**config.mk**
```make
export PLATFORM = sky130hd
export DESIGN_NAME = recon_delay_sched_flat
export DESIGN_NICKNAME = d
export VERILOG_FILES = /design/src/rtl/recon_sched_pkg.sv /design/src/rtl/recon_delay_sched_if.sv /design/src/rtl/recon_delay_sched.sv /design/src/flat_wrapper.sv
export SDC_FILE = /design/constraint.sdc
export NUM_CORES = 1
export LEC_CHECK = 0
export CORE_MARGIN = 3
export CORE_UTILIZATION = 60
export DETAILED_ROUTE_END_ITERATION = 10
export PLACE_DENSITY_LB_ADDON = 0.15
export REMOVE_ABC_BUFFERS = 1
export SLEW_MARGIN = 40
export SYNTH_ARGS = -nofsm -noshare
export SYNTH_HDL_FRONTEND = slang
export SYNTH_SLANG_ARGS = --single-unit
```
**constraint.sdc**
```tcl
create_clock -name clk -period 3.05 [get_ports clk]
set_clock_uncertainty 0.1 [all_clocks]
set_input_delay 0.61 -clock clk [delete_from_list [all_inputs] [get_ports clk]]
set_output_delay 0.61 -clock clk [all_outputs]
set_load 0.005 [all_outputs]
```
**src/rtl/recon_sched_pkg.sv**
```systemverilog
// Purpose: shared constants for the millisecond delay scheduler (address map, bit positions, FSM encoding).
// Latency: n/a (declarations only).
// Backpressure: n/a.
package recon_sched_pkg;

    // Global register word addresses
    localparam logic [4:0] STATUS_OFFSET  = 5'd0;
    localparam logic [4:0] IRQ_ENA_OFFSET = 5'd1;

    // Channel window: channel i occupies words CH_BASE + CH_STRIDE*i .. +3
    localparam logic [4:0] CH_BASE   = 5'd8;
    localparam int         CH_STRIDE = 4;
    localparam logic [1:0] LOAD_OFF  = 2'd0;
    localparam logic [1:0] COUNT_OFF = 2'd1;
    localparam logic [1:0] CTRL_OFF  = 2'd2;

    // Register bit positions
    localparam int EN_BIT       = 0;
    localparam int PERIODIC_BIT = 1;
    localparam int OVERRUN_BIT  = 31;

    // Scan FSM encoding
    localparam logic [0:0] ST_IDLE = 1'b0;
    localparam logic [0:0] ST_SCAN = 1'b1;

endpackage

```
**src/rtl/recon_delay_sched_if.sv**
```systemverilog
// Purpose: Avalon-MM slave bus bundle for the delay scheduler register bank.
// Latency: readdata is registered, valid the cycle after chipselect&&read.
// Backpressure: none; the slave accepts every access in a single cycle.
// Ports: address[4:0], chipselect, write, read, writedata[31:0] from master; readdata[31:0] to master.
interface recon_delay_sched_if;
    logic [4:0]  address;
    logic        chipselect;
    logic        write;
    logic        read;
    logic [31:0] writedata;
    logic [31:0] readdata;

    modport master (
        output address, chipselect, write, read, writedata,
        input  readdata
    );

    modport slave (
        input  address, chipselect, write, read, writedata,
        output readdata
    );
endinterface

```
**src/rtl/recon_delay_sched.sv**
```systemverilog
// Purpose: NUM_CH one-shot/periodic ms countdowns sharing one decrementer, scanned once per millisec_tick.
// Latency: a scan takes NUM_CH cycles; expire/STATUS follow the channel's scan cycle by one clock, irq by two.
// Backpressure: none; a tick during a scan is queued once, a further tick is dropped and flags OVERRUN.
// Ports: clk, reset_n (async active-low), bus (Avalon-MM slave), millisec_tick in,
//        expire[NUM_CH-1:0] per-channel pulse out, irq level out.
module recon_delay_sched
    import recon_sched_pkg::*;
#(
    parameter int NUM_CH = 4,
    parameter int CNT_W  = 32
) (
    input  logic                clk,
    input  logic                reset_n,
    recon_delay_sched_if.slave  bus,
    input  logic                millisec_tick,
    output logic [NUM_CH-1:0]   expire,
    output logic                irq
);

    localparam int IDX_W = (NUM_CH > 1) ? $clog2(NUM_CH) : 1;

    // State
    logic [0:0]        state_q,     state_d;
    logic [IDX_W-1:0]  ch_idx_q,    ch_idx_d;
    logic              tick_pend_q, tick_pend_d;
    logic [CNT_W-1:0]  load_q  [NUM_CH];
    logic [CNT_W-1:0]  load_d  [NUM_CH];
    logic [CNT_W-1:0]  count_q [NUM_CH];
    logic [CNT_W-1:0]  count_d [NUM_CH];
    logic [NUM_CH-1:0] en_q,      en_d;
    logic [NUM_CH-1:0] per_q,     per_d;
    logic [NUM_CH-1:0] status_q,  status_d;
    logic [NUM_CH-1:0] irq_ena_q, irq_ena_d;
    logic              overrun_q, overrun_d;
    logic [31:0]       readdata_q, readdata_d;
    logic [NUM_CH-1:0] expire_q,  expire_d;
    logic              irq_q,     irq_d;

    // Bus decode
    logic              bus_wr;
    logic              bus_rd;
    logic [4:0]        ch_off;
    logic [2:0]        ch_sel;
    logic [1:0]        reg_sel;
    logic              ch_hit;
    logic [NUM_CH-1:0] wr_load;
    logic [NUM_CH-1:0] wr_ctrl;
    logic [31:0]       rd_val;
    logic [NUM_CH-1:0] status_set;
    logic              overrun_set;
    logic [NUM_CH-1:0] w1c_mask;

    // Writedata bits above CNT_W / NUM_CH have no home in narrower builds.
    logic unused_wd;
    assign unused_wd = &{1'b0, bus.writedata};

    always_comb begin
        bus_wr  = bus.chipselect && bus.write;
        bus_rd  = bus.chipselect && bus.read;
        // Channel window is CH_STRIDE (4) words per channel: upper bits select channel.
        ch_off  = bus.address - CH_BASE;
        ch_sel  = ch_off[4:2];
        reg_sel = ch_off[1:0];
        ch_hit  = (bus.address >= CH_BASE) && (int'(ch_sel) < NUM_CH);

        for (int i = 0; i < NUM_CH; i++) begin
            wr_load[i] = bus_wr && ch_hit && (ch_sel == 3'(i)) && (reg_sel == LOAD_OFF);
            wr_ctrl[i] = bus_wr && ch_hit && (ch_sel == 3'(i)) && (reg_sel == CTRL_OFF);
        end
    end

    // Scan FSM plus channel update
    always_comb begin
        state_d     = state_q;
        ch_idx_d    = ch_idx_q;
        tick_pend_d = tick_pend_q;
        load_d      = load_q;
        count_d     = count_q;
        en_d        = en_q;
        per_d       = per_q;
        irq_ena_d   = irq_ena_q;
        expire_d    = '0;
        status_set  = '0;
        overrun_set = 1'b0;

        case (state_q)
            ST_IDLE: begin
                if (millisec_tick || tick_pend_q) begin
                    state_d  = ST_SCAN;
                    ch_idx_d = '0;
                    // A fresh tick arriving while a queued one is being consumed stays queued.
                    tick_pend_d = millisec_tick && tick_pend_q;
                end
            end
            default: begin
                if (millisec_tick) begin
                    if (tick_pend_q) overrun_set = 1'b1;
                    else             tick_pend_d = 1'b1;
                end
                if (ch_idx_q == IDX_W'(NUM_CH - 1)) begin
                    state_d = ST_IDLE;
                end else begin
                    ch_idx_d = ch_idx_q + 1'b1;
                end
            end
        endcase

        for (int i = 0; i < NUM_CH; i++) begin
            // CPU writes to LOAD/CTRL override the scan result for that channel this cycle.
            if ((state_q == ST_SCAN) && (ch_idx_q == IDX_W'(i)) && en_q[i]
                && !wr_load[i] && !wr_ctrl[i]) begin
                if (count_q[i] > CNT_W'(1)) begin
                    count_d[i] = count_q[i] - CNT_W'(1);
                end else begin
                    status_set[i] = 1'b1;
                    expire_d[i]   = 1'b1;
                    if (per_q[i]) begin
                        count_d[i] = (load_q[i] == '0) ? CNT_W'(1) : load_q[i];
                    end else begin
                        count_d[i] = '0;
                        en_d[i]    = 1'b0;
                    end
                end
            end
            if (wr_load[i]) begin
                load_d[i] = bus.writedata[CNT_W-1:0];
            end
            if (wr_ctrl[i]) begin
                en_d[i]  = bus.writedata[EN_BIT];
                per_d[i] = bus.writedata[PERIODIC_BIT];
                if (bus.writedata[EN_BIT]) begin
                    count_d[i] = (load_q[i] == '0) ? CNT_W'(1) : load_q[i];
                end
            end
        end

        if (bus_wr && (bus.address == IRQ_ENA_OFFSET)) begin
            irq_ena_d = bus.writedata[NUM_CH-1:0];
        end
    end

    // STATUS / OVERRUN: write-1-to-clear, a same-cycle set takes priority.
    always_comb begin
        w1c_mask  = '0;
        if (bus_wr && (bus.address == STATUS_OFFSET)) begin
            w1c_mask = bus.writedata[NUM_CH-1:0];
        end
        status_d  = (status_q & ~w1c_mask) | status_set;
        overrun_d = (overrun_q & ~(bus_wr && (bus.address == STATUS_OFFSET)
                                   && bus.writedata[OVERRUN_BIT])) | overrun_set;
        irq_d     = |(status_q & irq_ena_q);
    end

    // Read mux; readdata holds between reads.
    always_comb begin
        rd_val = '0;
        if (bus.address == STATUS_OFFSET) begin
            rd_val[NUM_CH-1:0]  = status_q;
            rd_val[OVERRUN_BIT] = overrun_q;
        end else if (bus.address == IRQ_ENA_OFFSET) begin
            rd_val[NUM_CH-1:0] = irq_ena_q;
        end else if (ch_hit) begin
            for (int i = 0; i < NUM_CH; i++) begin
                if (ch_sel == 3'(i)) begin
                    case (reg_sel)
                        LOAD_OFF:  rd_val = 32'(load_q[i]);
                        COUNT_OFF: rd_val = 32'(count_q[i]);
                        CTRL_OFF: begin
                            rd_val[EN_BIT]       = en_q[i];
                            rd_val[PERIODIC_BIT] = per_q[i];
                        end
                        default:   rd_val = '0;
                    endcase
                end
            end
        end
        readdata_d = bus_rd ? rd_val : readdata_q;
    end

    always_ff @(posedge clk or negedge reset_n) begin
        if (!reset_n) begin
            state_q     <= ST_IDLE;
            ch_idx_q    <= '0;
            tick_pend_q <= 1'b0;
            for (int i = 0; i < NUM_CH; i++) begin
                load_q[i]  <= '0;
                count_q[i] <= '0;
            end
            en_q        <= '0;
            per_q       <= '0;
            status_q    <= '0;
            irq_ena_q   <= '0;
            overrun_q   <= 1'b0;
            readdata_q  <= '0;
            expire_q    <= '0;
            irq_q       <= 1'b0;
        end else begin
            state_q     <= state_d;
            ch_idx_q    <= ch_idx_d;
            tick_pend_q <= tick_pend_d;
            load_q      <= load_d;
            count_q     <= count_d;
            en_q        <= en_d;
            per_q       <= per_d;
            status_q    <= status_d;
            irq_ena_q   <= irq_ena_d;
            overrun_q   <= overrun_d;
            readdata_q  <= readdata_d;
            expire_q    <= expire_d;
            irq_q       <= irq_d;
        end
    end

    assign bus.readdata = readdata_q;
    assign expire       = expire_q;
    assign irq          = irq_q;

endmodule

```
**src/flat_wrapper.sv**
```systemverilog
// flat-port wrapper written by rule: the top's interface ports become plain ports
module recon_delay_sched_flat import recon_sched_pkg::*;
#(
    parameter int NUM_CH = 4,
    parameter int CNT_W  = 32
)
  (clk, reset_n, millisec_tick, expire, irq, bus_address, bus_chipselect, bus_write, bus_read, bus_writedata, bus_readdata);
  recon_delay_sched_if bus_i ();
  input  logic clk;
  input  logic reset_n;
  input  logic millisec_tick;
  output logic [NUM_CH-1:0] expire;
  output logic irq;
  input wire logic [$bits(bus_i.address)-1:0] bus_address;
  input wire logic [$bits(bus_i.chipselect)-1:0] bus_chipselect;
  input wire logic [$bits(bus_i.write)-1:0] bus_write;
  input wire logic [$bits(bus_i.read)-1:0] bus_read;
  input wire logic [$bits(bus_i.writedata)-1:0] bus_writedata;
  output wire logic [$bits(bus_i.readdata)-1:0] bus_readdata;
  assign bus_i.address = bus_address;
  assign bus_i.chipselect = bus_chipselect;
  assign bus_i.write = bus_write;
  assign bus_i.read = bus_read;
  assign bus_i.writedata = bus_writedata;
  assign bus_readdata = bus_i.readdata;
  recon_delay_sched #(.NUM_CH(NUM_CH), .CNT_W(CNT_W)) u_core (.clk(clk), .reset_n(reset_n), .bus(bus_i), .millisec_tick(millisec_tick), .expire(expire), .irq(irq));
endmodule
```
==> impl_results.rst <==
.. list-table::
   :header-rows: 1

   * - Metric
     - Value
   * - TritonCTS clock tree
     - done
   * - Syn Std Cell Area
     - 0.0185 mm2
   * - Number of instances in the synthesized netlist
     - 1985
   * - Die ar.
     - 0.0330 mm2
   * - Number of cells traversed by the worst register-to-register path
     - 7
   * - Power Internal
     - around 0.0096 W
   * - CTS clk-pin slew, worst paths
     - 0.06 ns
   * - Critical path start-end classification
     - flip-flop to flip-flop
   * - Count of yosys warnings during synthesis
     - 0
   * - Global route overflow
     - 0
   * - Min-delay worst type
     - flip-flop to flip-flop
   * - Root buffer cell
     - clkbuf_16
   * - Async set-or-reset flop fraction in the synthesized netlist
     - 1.00
   * - Sequential share of power
     - 0.401
   * - Worst R2R Start
     - u_core.count_q[36]
   * - Critical path, cell by cell
     - or4_4, or4_4, buf_4, nor4_1, xnor2_1, o22a_1, a21oi_1
   * - Total via count after detailed routing
     - 18263
   * - CP Max Fanout
     - 8
   * - Number of detailed-routing iterations run before antenna repair
     - 8
   * - Detailed Route Iter0 Violations
     - 2932
   * - Critical Path Slowest Stage Cell
     - nor4_1
   * - Number of standard cells in the layout, taps in and fillers out
     - 2556
   * - Max_slew headroom
     - 0.481
   * - Endpoint kind of the worst setup timing path
     - flip-flop
   * - Minimum clock period
     - 2.96 ns
   * - Final setup vio count
     - 0
   * - Final Hold Vio Count
     - 0
   * - HPWL after DPL
     - 49500 um
   * - Area share of the largest cell type after synthesis
     - 0.424
   * - Crit path top cell by count
     - or4_4
   * - Placed cell area
     - between 0.02 and 0.025 mm2
   * - Number of sinks driven by the clock tree
     - roughly 310
   * - Number of antenna violations at the first check in global routing
     - 2
   * - Critical path launch point
     - u_core.count_q[36]
   * - # port buffers
     - 79
   * - Number of register bits inferred by synthesis
     - 314
   * - Area inside the core boundary
     - 0.0300 mm2
   * - Nature of the critical path startpoint
     - flip-flop
   * - Mean instance size in the synthesized netlist
     - 9.33 um2
   * - Syn-to-layout area delta
     - 19.2%
   * - Post-route total power
     - 0.0153 W
   * - Leading area contributor after synthesis
     - dfrtp_1
   * - Fill cell total of the finished layout
     - 2195
   * - Switching power
     - 0.00566 W
   * - Crit path buf inv count
     - 1
   * - Capture point of the worst reg-to-reg path
     - u_core.count_q[47]
   * - Weighted congestion at the end of routability-driven global placement
     - 0.979
   * - Relative contribution of combinational cells to total power
     - 0.303
   * - WP data required
     - about 3.4 ns
   * - Via density
     - 7.15
   * - Die span in x
     - 182 um
   * - Buffer levels on the longest clock path
     - 3
   * - CP endpoint
     - u_core.count_q[47]
   * - Cells after DPL
     - 2490
   * - Wire length after detailed routing
     - approximately 70000 um
   * - Post-Layout Inst Area
     - between 0.02 and 0.025 mm2
   * - Most used flip-flop cell after synthesis
     - dfrtp_1
   * - Distinct cells, synth
     - 78
   * - Switching share of power
     - 0.370
   * - Reg2Reg Setup Slack
     - 0.09 ns
   * - Average routed wire per standard cell
     - 27.4 um
   * - Count of final max-slew check failures
     - 0
   * - Critical path's largest stage delay
     - roughly 0.64 ns
   * - Number of H-tree levels
     - 2
   * - Leakage power of the design
     - ~9.5 nW
   * - Crit path depth
     - 7
   * - IR Drop Worst-Case VDD
     - between 400 and 500 uV
   * - Leading cell types by total area after synthesis
     - dfrtp_1 (42%), mux2_2 (8.2%), mux2i_1 (7.0%)
   * - Antenna-violating nets left
     - 0
   * - IO Count
     - 80
   * - Fraction of the yosys area taken by sequential cells
     - 0.424
   * - Insertion delay of the later-clocked pin in the worst-skew pair
     - 0.55 ns
   * - Fraction of the cycle the final worst path needs
     - 0.970
   * - Total DRC errors in the routed layout
     - 0
   * - Most frequent cell after synthesis
     - dfrtp_1
   * - Fin Hold WS
     - around 0.38 ns
   * - Critical Path AT
     - ~3.3 ns
   * - Height of the die
     - 182 um
   * - Number of enable flip-flop cells after synthesis
     - 0
   * - Vias in the first global route
     - 17198
   * - Final core utilization
     - 0.735
   * - Worst slew pin tran
     - 0.772 ns
   * - Global-route wire length before repair
     - roughly 110000 um
   * - Clock share of power
     - 0.296
   * - Total Routing Usage GR
     - 0.420
   * - Run status
     - complete, no violations
   * - Unrepaired setup endpoints after global routing
     - false
   * - Most common library cells after synthesis
     - dfrtp_1 (314), nand2_1 (211), nor2_1 (152), mux2_2 (135), mux2i_1 (130)
   * - Layout cell share with drive strength beyond 1
     - 0.189
   * - Power Dens Cells
     - ~690 mW/mm2
   * - Initial Util
     - 0.616
   * - Number of max-cap violations
     - 0
   * - Pin count of the biggest net entering global routing
     - 60
   * - Total Nets Final
     - 2195
   * - Family of cells with the greatest summed delay on the critical path
     - simple AND/OR/NAND/NOR gates
   * - Highest attainable clock frequency
     - 338 MHz
   * - Number of core rows
     - 63
   * - CTS Buf Count
     - 36
==> logic make-up after synthesis <==
| family | Yosys count | share of synthesized area |
|---|---|---|
| AO/OA/AOI/OAI | 490 | 0.173 |
| AND/OR/NAND/NOR | 690 | 0.182 |
| multiplexers | 265 | 0.152 |
| XOR/XNOR | 51 | 0.0241 |
| flip-flops | 314 | 0.424 |
| buffers and inverters | 162 | 0.0347 |
| adder cells (fa/ha/maj) | 13 | 0.00865 |
==> layer usage <==
metal	vias up	global-route usage	wire [um]
met5	-	0	19
met1	8831	0.615	28300
li1	7778	-	-
met3	220	0.108	9080
met2	1430	0.589	29100
met4	4	0.185	3630
==> flip-flops by register name, indices dropped and copies added, names as in the netlist <==
register             count
u_core.count_q         128
u_core.load_q          128
u_core.bus.readdata     32
u_core.en_q              4
u_core.expire            4
u_core.irq_ena_q         4
u_core.per_q             4
u_core.status_q          4
u_core.ch_idx_q          2
u_core.irq               1
u_core.overrun_q         1
u_core.state_q           1
u_core.tick_pend_q       1
==> cells in the final DEF (no fill, tap or decap), types with 10 or more instances in the layout <==
master           synthesis  routed
dfrtp_1                314     314
nand2_1                211     210
buf_4                    0     156
nor2_1                 152     152
mux2_2                 135     135
mux2i_1                130     130
o21ai_0                107     107
o22ai_1                 84      84
nor4_1                  84      82
clkdlybuf4s50_1          0      77
a21oi_1                 74      74
nand3_1                 56      56
nor3_1                  56      54
a31oi_1                 51      51
clkbuf_16                0      37
nand4_1                 26      26
xnor2_1                 26      26
xor2_1                  25      25
inv_1                   24      24
buf_12                   0      19
a311oi_1                18      18
o211ai_1                17      17
a211oi_1                17      17
or3_1                   15      15
o31ai_1                 17      14
a22oi_1                 14      14
or4_1                   12      12
and3_1                  12      12
ha_1                    12      12
or2_2                   10      10
a221o_1                 10      10
==> worst reg2reg max path, stage by stage, from the launching register on <==
cell,delay (ns)
dfrtp_1,0.39
or4_4,0.52
or4_4,0.58
buf_4,0.19
nor4_1,0.64
xnor2_1,0.14
o22a_1,0.23
a21oi_1,0.10
==> power groups by stage <==
stage / clock network (W) / registers, W / logic, W
final: 0.00453 / 0.00614 / 0.00464
after global routing: 0.00471 / 0.00623 / 0.00500
after CTS: 0.00454 / 0.00605 / 0.00450
after detailed placement: 0 / 0.00611 / 0.00446
after global placement: 0 / 0.00608 / 0.00435
after floorplan: 0 / 0.00589 / 0.00255
==> stage by stage <==
| step | worst slack [ns] | setup TNS [ns] |
|---|---|---|
| 2_1_floorplan | -0.774 | -16.68 |
| 3_3_place_gp | -0.197 | -0.915 |
| 3_5_place_dp | -0.0354 | -0.132 |
| 4_1_cts | 0.00504 | 0 |
| 5_1_grt | 0.0110 | 0 |
| 6_report | 0.0912 | 0 |
==> area by class of cell <==
class | instances | area (um2) | share of cell area
Inverter | 24 | 90.1 | 0.00408
Clock buffer | 43 | 988 | 0.0448
Antenna cell | 2 | 5.00 | 0.000227
Timing Repair Buffer | 255 | 2360 | 0.107
Clock inverter | 19 | 219 | 0.00992
Multi-Input combinational cell | 1509 | 10100 | 0.456
Sequential cell | 314 | 7860 | 0.356
Tap cell | 390 | 488 | 0.0221
==> what timing repair did <==
item,4_1_cts,5_1_grt
hold buffers,1,0
buffers inserted,0,1
hold endpoints to repair,54,0
endpoints found under the setup margin,8,18
pin swaps,1,1
gates resized for setup,0,2
==> how the worst min path moves through the flow <==
stage / depth (start not counted) / start / slack, ns / to
detailed placement: 2 / u_core.bus.readdata[6] / 0.37 / u_core.bus.readdata[6]
global route: 2 / u_core.bus.readdata[5] / 0.41 / u_core.bus.readdata[5]
global placement: 2 / u_core.bus.readdata[2] / 0.36 / u_core.bus.readdata[2]
finish: 2 / u_core.bus.readdata[6] / 0.38 / u_core.bus.readdata[6]
floorplan: 0 / reset_n / 0.21 / u_core.bus.readdata[0]
CTS: 2 / u_core.bus.readdata[6] / 0.38 / u_core.bus.readdata[6]
No activity file was read; power rests on OpenSTA's default activity.
